<file path="config.mk">
export PLATFORM = sky130hd
export DESIGN_NAME = uvme_reset_st_pulse_gen
export DESIGN_NICKNAME = d
export VERILOG_FILES = /design/src/rtl/uvme_reset_st_pulse_gen.sv
export SDC_FILE = /design/constraint.sdc
export NUM_CORES = 1
export LEC_CHECK = 0
export ABC_CLOCK_PERIOD_IN_PS = 2600
export CORE_MARGIN = 3
export CORE_UTILIZATION = 48
export DETAILED_ROUTE_END_ITERATION = 8
export GPL_TIMING_DRIVEN = 0
export MAX_ROUTING_LAYER = met4
export PLACE_DENSITY = 0.85
export SLEW_MARGIN = 10
export SYNTH_ARGS = -nofsm -noshare
export SYNTH_HDL_FRONTEND = slang
export SYNTH_SLANG_ARGS = --single-unit
export TNS_END_PERCENT = 30
</file>
<file path="constraint.sdc">
create_clock -name clk -period 2.6 [get_ports clk]
set_input_delay 0.65 -clock clk [delete_from_list [all_inputs] [get_ports clk]]
set_output_delay 0.65 -clock clk [all_outputs]
set_load 0.02 [all_outputs]
</file>
<file path="src/rtl/uvme_reset_st_pulse_gen.sv">
// ----------------------------------------------------------------------------
// uvme_reset_st_pulse_gen
//
// Drive-side reset pulse generator. After its own reset is released it emits
// a power-on reset pulse of POR_CYCLES cycles. After that it accepts pulse
// requests over a valid/ready handshake and drives an active-high reset
// (plus its active-low copy) for max(req_width, MIN_CYCLES) cycles.
//
// Optional feature macro: UVME_RESET_ST_PULSE_GEN_ABORT_EN
//   When defined, this adds the input 'abort'. A high 'abort' during a
//   requested pulse ends that pulse on the next cycle. The aborted pulse is
//   still reported with 'done' and is still counted.
//
// Ports
//   clk          in   sole clock
//   reset        in   asynchronous, active-high reset
//   req_valid    in   pulse request valid
//   req_width    in   requested pulse length in cycles (sampled on accept)
//   abort        in   (ABORT_EN only) terminate the pulse in progress
//   req_ready    out  high in IDLE; a request is accepted on valid & ready
//   rst_out      out  generated reset, active-high
//   rst_n_out    out  registered complement of rst_out
//   busy         out  high whenever the generator is not IDLE
//   done         out  one-cycle pulse on the cycle rst_out falls
//   pulse_count  out  completed pulses (POR included), wraps silently
// ----------------------------------------------------------------------------
module uvme_reset_st_pulse_gen #(
  parameter int WIDTH_W    = 16,
  parameter int MIN_CYCLES = 2,
  parameter int POR_CYCLES = 4,
  parameter int CNT_W      = 8
) (
  input  logic               clk,
  input  logic               reset,
  input  logic               req_valid,
  input  logic [WIDTH_W-1:0] req_width,
`ifdef UVME_RESET_ST_PULSE_GEN_ABORT_EN
  input  logic               abort,
`endif
  output logic               req_ready,
  output logic               rst_out,
  output logic               rst_n_out,
  output logic               busy,
  output logic               done,
  output logic [CNT_W-1:0]   pulse_count
);

  typedef enum logic [1:0] {
    ST_POR    = 2'd0,
    ST_IDLE   = 2'd1,
    ST_ASSERT = 2'd2
  } state_t;

  localparam logic [WIDTH_W-1:0] POR_LOAD = WIDTH_W'(POR_CYCLES - 1);
  localparam logic [WIDTH_W-1:0] MIN_LEN  = WIDTH_W'(MIN_CYCLES);

  state_t               state_q, state_d;
  logic [WIDTH_W-1:0]   cnt_q, cnt_d;
  logic                 rst_out_q, rst_out_d;
  logic                 rst_n_out_q, rst_n_out_d;
  logic                 req_ready_q, req_ready_d;
  logic                 busy_q, busy_d;
  logic                 done_q, done_d;
  logic [CNT_W-1:0]     pulse_count_q, pulse_count_d;
  logic                 abort_hit;

`ifdef UVME_RESET_ST_PULSE_GEN_ABORT_EN
  assign abort_hit = abort;
`else
  assign abort_hit = 1'b0;
`endif

  // State and registered outputs
  always_ff @(posedge clk or posedge reset) begin
    if (reset) begin
      state_q       <= ST_POR;
      cnt_q         <= POR_LOAD;
      rst_out_q     <= 1'b1;
      rst_n_out_q   <= 1'b0;
      req_ready_q   <= 1'b0;
      busy_q        <= 1'b1;
      done_q        <= 1'b0;
      pulse_count_q <= '0;
    end else begin
      state_q       <= state_d;
      cnt_q         <= cnt_d;
      rst_out_q     <= rst_out_d;
      rst_n_out_q   <= rst_n_out_d;
      req_ready_q   <= req_ready_d;
      busy_q        <= busy_d;
      done_q        <= done_d;
      pulse_count_q <= pulse_count_d;
    end
  end

  // Next-state and cycle counter. cnt holds the remaining high cycles minus
  // one, so the pulse ends on the edge where cnt is already zero.
  always_comb begin
    state_d = state_q;
    cnt_d   = cnt_q;
    case (state_q)
      ST_POR: begin
        if (cnt_q == '0) state_d = ST_IDLE;
        else             cnt_d   = cnt_q - 1'b1;
      end
      ST_IDLE: begin
        // req_ready_q is high exactly while in IDLE.
        if (req_valid && req_ready_q) begin
          state_d = ST_ASSERT;
          cnt_d   = ((req_width < MIN_LEN) ? MIN_LEN : req_width) - 1'b1;
        end
      end
      ST_ASSERT: begin
        if (abort_hit || cnt_q == '0) state_d = ST_IDLE;
        else                          cnt_d   = cnt_q - 1'b1;
      end
      default: begin
        state_d = ST_POR;
        cnt_d   = POR_LOAD;
      end
    endcase
  end

  // Outputs are derived from the upcoming state so they register in step
  // with it. done marks every return to IDLE, which also drives the counter.
  always_comb begin
    rst_out_d     = (state_d != ST_IDLE);
    rst_n_out_d   = (state_d == ST_IDLE);
    req_ready_d   = (state_d == ST_IDLE);
    busy_d        = (state_d != ST_IDLE);
    done_d        = (state_q != ST_IDLE) && (state_d == ST_IDLE);
    pulse_count_d = pulse_count_q + CNT_W'(done_d);
  end

  assign rst_out     = rst_out_q;
  assign rst_n_out   = rst_n_out_q;
  assign req_ready   = req_ready_q;
  assign busy        = busy_q;
  assign done        = done_q;
  assign pulse_count = pulse_count_q;

endmodule
</file>
==> impl_metrics.py <==
metrics = {
    "layout": {
        "n_antenna_cell": 0,
        "drive_gt1_share_pct": 28.0,
        "final_cells": 302,
        "final-seq-area_um2": 731,
        "fillers": 306,
        "syn_to_final_growth_pct": 34.3,
        "fin_util_pct": 68.3,
        "nNetsFinal": 275,
        "final_area_um2": 2560,
        "multiInputGateArea_um2": 1220,
    },
    "cts": {
        "clock_latency_ns": 0.29,
        "cts_tree": "yes",
        "clkSinkCount": 29,
        "hold_buffers": 0,
        "ctsRootBufferMaster": "clkbuf_8",
        "cts_buffers": 5,
        "clockBufferDepth": 2,
        "clk_pin_slew_ns": 0.07,
        "htreeDepth": 2,
    },
    "synthesis": {
        "synth_flop_cell": "dfrtp_1",
        "ys_warn_count": 0,
        "syn_avg_cell_area_um2": 9.38,
        "synthCells": 203,
        "synth_cell_types": 58,
        "postSynth.asyncResetShare_pct": 100,
        "syn_area_um2": 1900,
        "synth_fp_nets": 225,
        "yosysMostFrequentCell": "dfrtp_1",
        "synth_edf_count": 0,
        "yosys.area.top_type_share_pct": 34.2,
        "ys_seq_area_share_pct": 38.3,
        "synthTopCellsByArea": "dfrtp_1 (34%), dfstp_2 (4.1%), xnor2_1 (4.1%)",
        "synth_commonest_cells": "dfrtp_1 (26), nor2_1 (16), nand2_1 (12)",
        "synth_top_cell_by_area": "dfrtp_1",
        "synth-seq-cells": 29,
    },
    "worst_setup_path": {
        "startpoint_type": "input pin",
        "crit_required_ns": 2.84,
        "r2r.worst_path.cells": 11,
        "critical_path_class": "in2reg",
        "crit_start": "req_width[14]",
        "r2r-start": "state_q[0]$_DFF_PP0_",
        "r2r-end": "cnt_q[8]$_DFFE_PP0P_",
        "endpoint": "cnt_q[8]$_DFFE_PP0P_",
        "cp_data_arrival_time_ns": 3.14,
        "path_max_fanout": 3,
        "r2r_setup_slack_ns": -0.30,
        "end_kind": "register",
    },
    "drt": {
        "drc": 0,
        "first_pass_iters": 5,
        "final_antenna_net_count": 0,
        "drt_iter0_markers": 221,
        "routed_wl_um": 5450,
        "num_vias": 1919,
        "vias_per_cell": 6.35,
        "wl_per_cell_um": 18.0,
    },
    "floorplanning": {
        "num_rows": 22,
        "start_util_pct": 50.9,
        "coreArea_um2": 3740,
        "top_level_ports": 32,
        "chipWidth_um": 69.0,
        "die_area_um2": 4760,
        "fp.dieH_um": 69.0,
    },
    "placed_design": {
        "placedInstanceArea_um2": 2340,
        "io_buffers": 31,
        "dp.final_hpwl_um": 3650,
        "dpl.cell_count": 282,
        "routabilityCongestion": 0.964,
    },
    "global_routing": {
        "grt_pass1_vias": 1773,
        "grt_overflow": 0,
        "grt_usage_pct": 26.3,
        "grt_pass1_wl_um": 8740,
        "grt_max_degree": 30,
        "antenna_found_initial": 0,
    },
    "pwr": {
        "net-switching-power_mw": 0.931,
        "combPwrFrac_pct": 45.3,
        "totalPowerFinal_mw": 2.33,
        "vdd_drop_max_mv": 0.462,
        "cellPowerDensity_nw_per_um2": 913,
        "switching_share_pct": 39.9,
        "p_int_mw": 1.40,
        "clkPwrFrac_pct": 21.2,
        "power.leakage_nw": 1.09,
        "p_seq_share_pct": 33.5,
    },
    "timing": {
        "finalCriticalPeriod_ns": 2.91,
        "period_share_pct": 112,
        "finalHoldViolations": 0,
        "fin_ws_ns": -0.308,
        "finClkSkew_ns": 0.00682,
        "tightestPinTransition_ns": 1.08,
        "max_slew_margin_pct": 27.6,
        "fmax_mhz": 344,
        "drv_slew": 0,
        "rsz0062_at_grt": "true",
        "setup_viol": 5,
    },
    "hold_path": {
        "hold_depth": 1,
        "min_path_type": "reg2reg",
    },
    "run_status": {
        "violations": "negative setup slack",
        "status": "complete, but fails checks",
    },
    "run": {
        "max-cap-violations": 0,
    },
}
through the flow:
| stage | setup TNS (ns) | hold WS, ns | setup slack, ns |
|---|---|---|---|
| final | -1.18 | 0.476 | -0.308 |
| after global routing | -2.25 | 0.519 | -0.497 |
| after CTS | -0.898 | 0.477 | -0.266 |
| after detailed placement | -8.15 | 0.468 | -1.06 |
| after global placement | -7.65 | 0.461 | -1.06 |
| after floorplan | -1.17 | 0.472 | -0.381 |
layout by cell type (no fill, tap or decap), types with 3 or more instances in the layout:
cell type / instances
xor2_1: 7
nor3b_1: 4
nand3_1: 7
nor3_1: 10
o21ai_0: 7
nor2_1: 15
o211ai_1: 3
buf_2: 11
or3_4: 3
mux2i_1: 6
nor4_1: 3
xnor2_1: 9
nand2_1: 12
dfstp_2: 3
clkdlybuf4s50_1: 17
buf_4: 17
and4_1: 3
dfrtp_1: 25
a21oi_1: 10
a22oi_1: 3
clkbuf_8: 6
nand4_1: 5
inv_1: 6
state kept, by name, indices dropped and copies added (netlist names):
register and count:
cnt_q 16, pulse_count 8, state_q 2, busy 1
done 1, req_ready 1
worst max-delay path: stages:
cell,delay (ns)
buf_8,0.10
or4_4,0.55
nor4_4,0.27
a31o_2,0.24
ha_4,0.15
nor4bb_4,0.30
o22ai_4,0.13
or4_1,0.52
o211ai_1,0.09
a22o_1,0.14
worst min path at each step:
stage,startpoint,to,slack (ns)
2_1_floorplan,cnt_q[12]$_DFFE_PP0P_,cnt_q[12]$_DFFE_PP0P_,0.47
3_3_place_gp,pulse_count[7]$_DFF_PP0_,pulse_count[7]$_DFF_PP0_,0.46
3_5_place_dp,pulse_count[7]$_DFF_PP0_,pulse_count[7]$_DFF_PP0_,0.47
4_1_cts,pulse_count[7]$_DFF_PP0_,pulse_count[7]$_DFF_PP0_,0.48
5_1_grt,pulse_count[7]$_DFF_PP0_,pulse_count[7]$_DFF_PP0_,0.52
6_report,pulse_count[7]$_DFF_PP0_,pulse_count[7]$_DFF_PP0_,0.48
area by class of cell:
cell class,instances,share of cell area (%)
clock buffers,6,3.23
plain buffers,8,1.96
multi-input cells,159,47.8
flip-flops and latches,29,28.6
inverters,7,1.03
repair buffers,43,13.6
well taps,48,2.35
clock inverters,2,1.47
kinds of logic (layout without fill, tap and decap cells):
logic type	Yosys count	in the layout	synth area share [%]
DFF	29	29	38.3
adders and majority gates	3	3	1.97
AOI/OAI and AO/OA	51	51	19.8
buffers and inverters	15	66	3.55
muxes	7	7	3.75
and+or+nand+nor	82	82	25.2
xor gates and xnor gates	16	16	7.36
layer usage:
metal / vias up / GRT usage, % / share of wire [%]
li1: 877 / - / -
met4: 0 / 7.30 / 2.1
met1: 925 / 34.8 / 42
met3: 18 / 5.51 / 8.0
met5: - / - / 0
met2: 99 / 40.7 / 48
what timing repair did:
item                       CTS  global route
gates resized for setup     67             6
pin swaps                   10             6
setup buffers               10             2
setup endpoints to repair   13             8
cloned                       0             0
power groups by stage:
stage	Combinational [mW]	Sequential, mW	Clock (mW)
finish	1.06	0.782	0.495
global route	1.16	0.799	0.520
CTS	1.02	0.771	0.500
detailed placement	0.928	0.777	0
global placement	0.901	0.768	0
floorplan	0.713	0.739	0
Note: power is estimated with default switching activity, not from simulation.
==> variant, RTL diff (same settings) <==
The parameter `WIDTH_W` goes from 16 to 32.
--- a/src/rtl/uvme_reset_st_pulse_gen.sv
+++ b/src/rtl/uvme_reset_st_pulse_gen.sv
@@ -25,7 +25,7 @@
 //   pulse_count  out  completed pulses (POR included), wraps silently
 // ----------------------------------------------------------------------------
 module uvme_reset_st_pulse_gen #(
-  parameter int WIDTH_W    = 16,
+  parameter int WIDTH_W    = 32,
   parameter int MIN_CYCLES = 2,
   parameter int POR_CYCLES = 4,
   parameter int CNT_W      = 8
Interface: changed (resized req_width); port bits go from 32 to 48. No check against the original RTL was run, so the function may have changed too.
==> variant against the unedited design <==
- the run still ends with negative setup slack left
- routed wire length up 100%
- final area up 78%
- hold slack better by 0.00071 ns
- critical path depth up 3
- first-iteration DRC count up 81%
- area after synthesis up 83%
- sequential cell count up 16
- die area up 74%
- setup slack better by 0.072 ns
- non-clock buffer count up 40
- largest cell class unchanged
- critical path type unchanged
- global-route usage up 0.75 points
- critical endpoint is now cnt_q[28]
- total power up 34%
==> variant: results (changes against the unedited design) <==
stage	metric	value	unit	change
power_and_ir_drop	leakage	1.745	nW	+59%
status	status	finished, violations left		
sta	worstMarginPinSlew	0.7967	ns	-0.2881 ns
final_layout	nNonClkBuffers	91		+78%
power_and_ir_drop	p_int	1.810	mW	+29%
logic_synthesis	ys_seq_area_share	32.51	%	-5.8 points
final_layout	largest_reg_flops	32		+16
logic_synthesis	synth_xor_xnor_area_share	9.071	%	+1.7 points
worst_setup_path	crit_slowest_cell	or3_1		
global_route	met2_usage	44.08	%	+3.4 points
sta	layout_setup_ws	-0.2356	ns	+0.07203 ns
routing	routedWlPerCell	19.97	um	+11%
final_layout	inverters	6		-1
status	violations	negative setup slack		
final_layout	final-nonclk-buf-share	16.13	%	+0.62 points
routing	drt_first_iter_violations	399		+81%
global_route	grt_start_max_net_pins	31		+3.3%
clocking	cts-resized-gates	129		+93%
routing	met2_length	5294	um	+100%
global_route	grt_usage	27.00	%	+0.75 points
routing	drt-pass1-iter-count	6		+1
final_layout	fin_nets	488		+77%
final_layout	fillers	552		+80%
sta	setup_viol	12		+7
worst_setup_path	cp_data_arrival_time	3.08	ns	-0.06 ns
final_layout	flops_and_latches	45		+55%
logic_synthesis	synth_fa_ha_area_share	1.080	%	-0.89 points
clocking	cts_post_setup_buffers_inserted	19		+9
final_layout	final-instance-count-excl-fill	547		+81%
logic_synthesis	ys_types	68		+17%
clocking	path_clk_slew	0.10	ns	+0.03 ns
final_layout	clock_area_share	2.555	%	-2.1 points
logic_synthesis	syn-mean-instance-area	9.394	um2	+0.14%
logic_synthesis	synth_compound_area_share	17.64	%	-2.2 points
routing	met1_length	4535	um	+99%
sta	finClkSkew	0.01542	ns	+0.008601 ns
global_route	grt_pass1_wl	17750	um	+100%
place	hpwl	7637	um	+110%
logic_synthesis	synthTopCellsByCount	dfrtp_1 (42), nand2_1 (34), nor3_1 (25)		
clocking	clock_latency	0.32	ns	+0.03 ns
logic_synthesis	synth_area_leaders	dfrtp_1 (30%), xnor2_1 (5.3%), mux2i_1 (4.6%)		
place	post-place-ws	-1.445	ns	-0.3807 ns
==> variant: cell types whose count changed in the layout (fill, tap and decap cells not counted), sizes merged, moves of 6 or more <==
cell,change
dfrtp,+16
o21ai,+15
xnor2,+12
nand3,+8
nor3,+17
o211ai,+6
buf,+35
nor4,+17
nor2,+7
nand2,+22
xor2,+8
mux2i,+11
==> variant: path summary, 6_finish.rpt <==
| check | to | startpoint | depth (start not counted) | slack, ns |
|---|---|---|---|---|
| worst max-delay path | cnt_q[28] | req_width[23] | 13 | -0.24 |
| worst min-delay path | pulse_count[7] | pulse_count[7] | 1 | 0.48 |
| max in group asynchronous | busy | reset | 3 | 1.42 |
| min in group asynchronous | cnt_q[2] | reset | 2 | 0.62 |
| worst min register to register | pulse_count[7] | pulse_count[7] | 1 | 0.48 |
| worst max register to register | cnt_q[28] | state_q[0] | 13 | -0.20 |
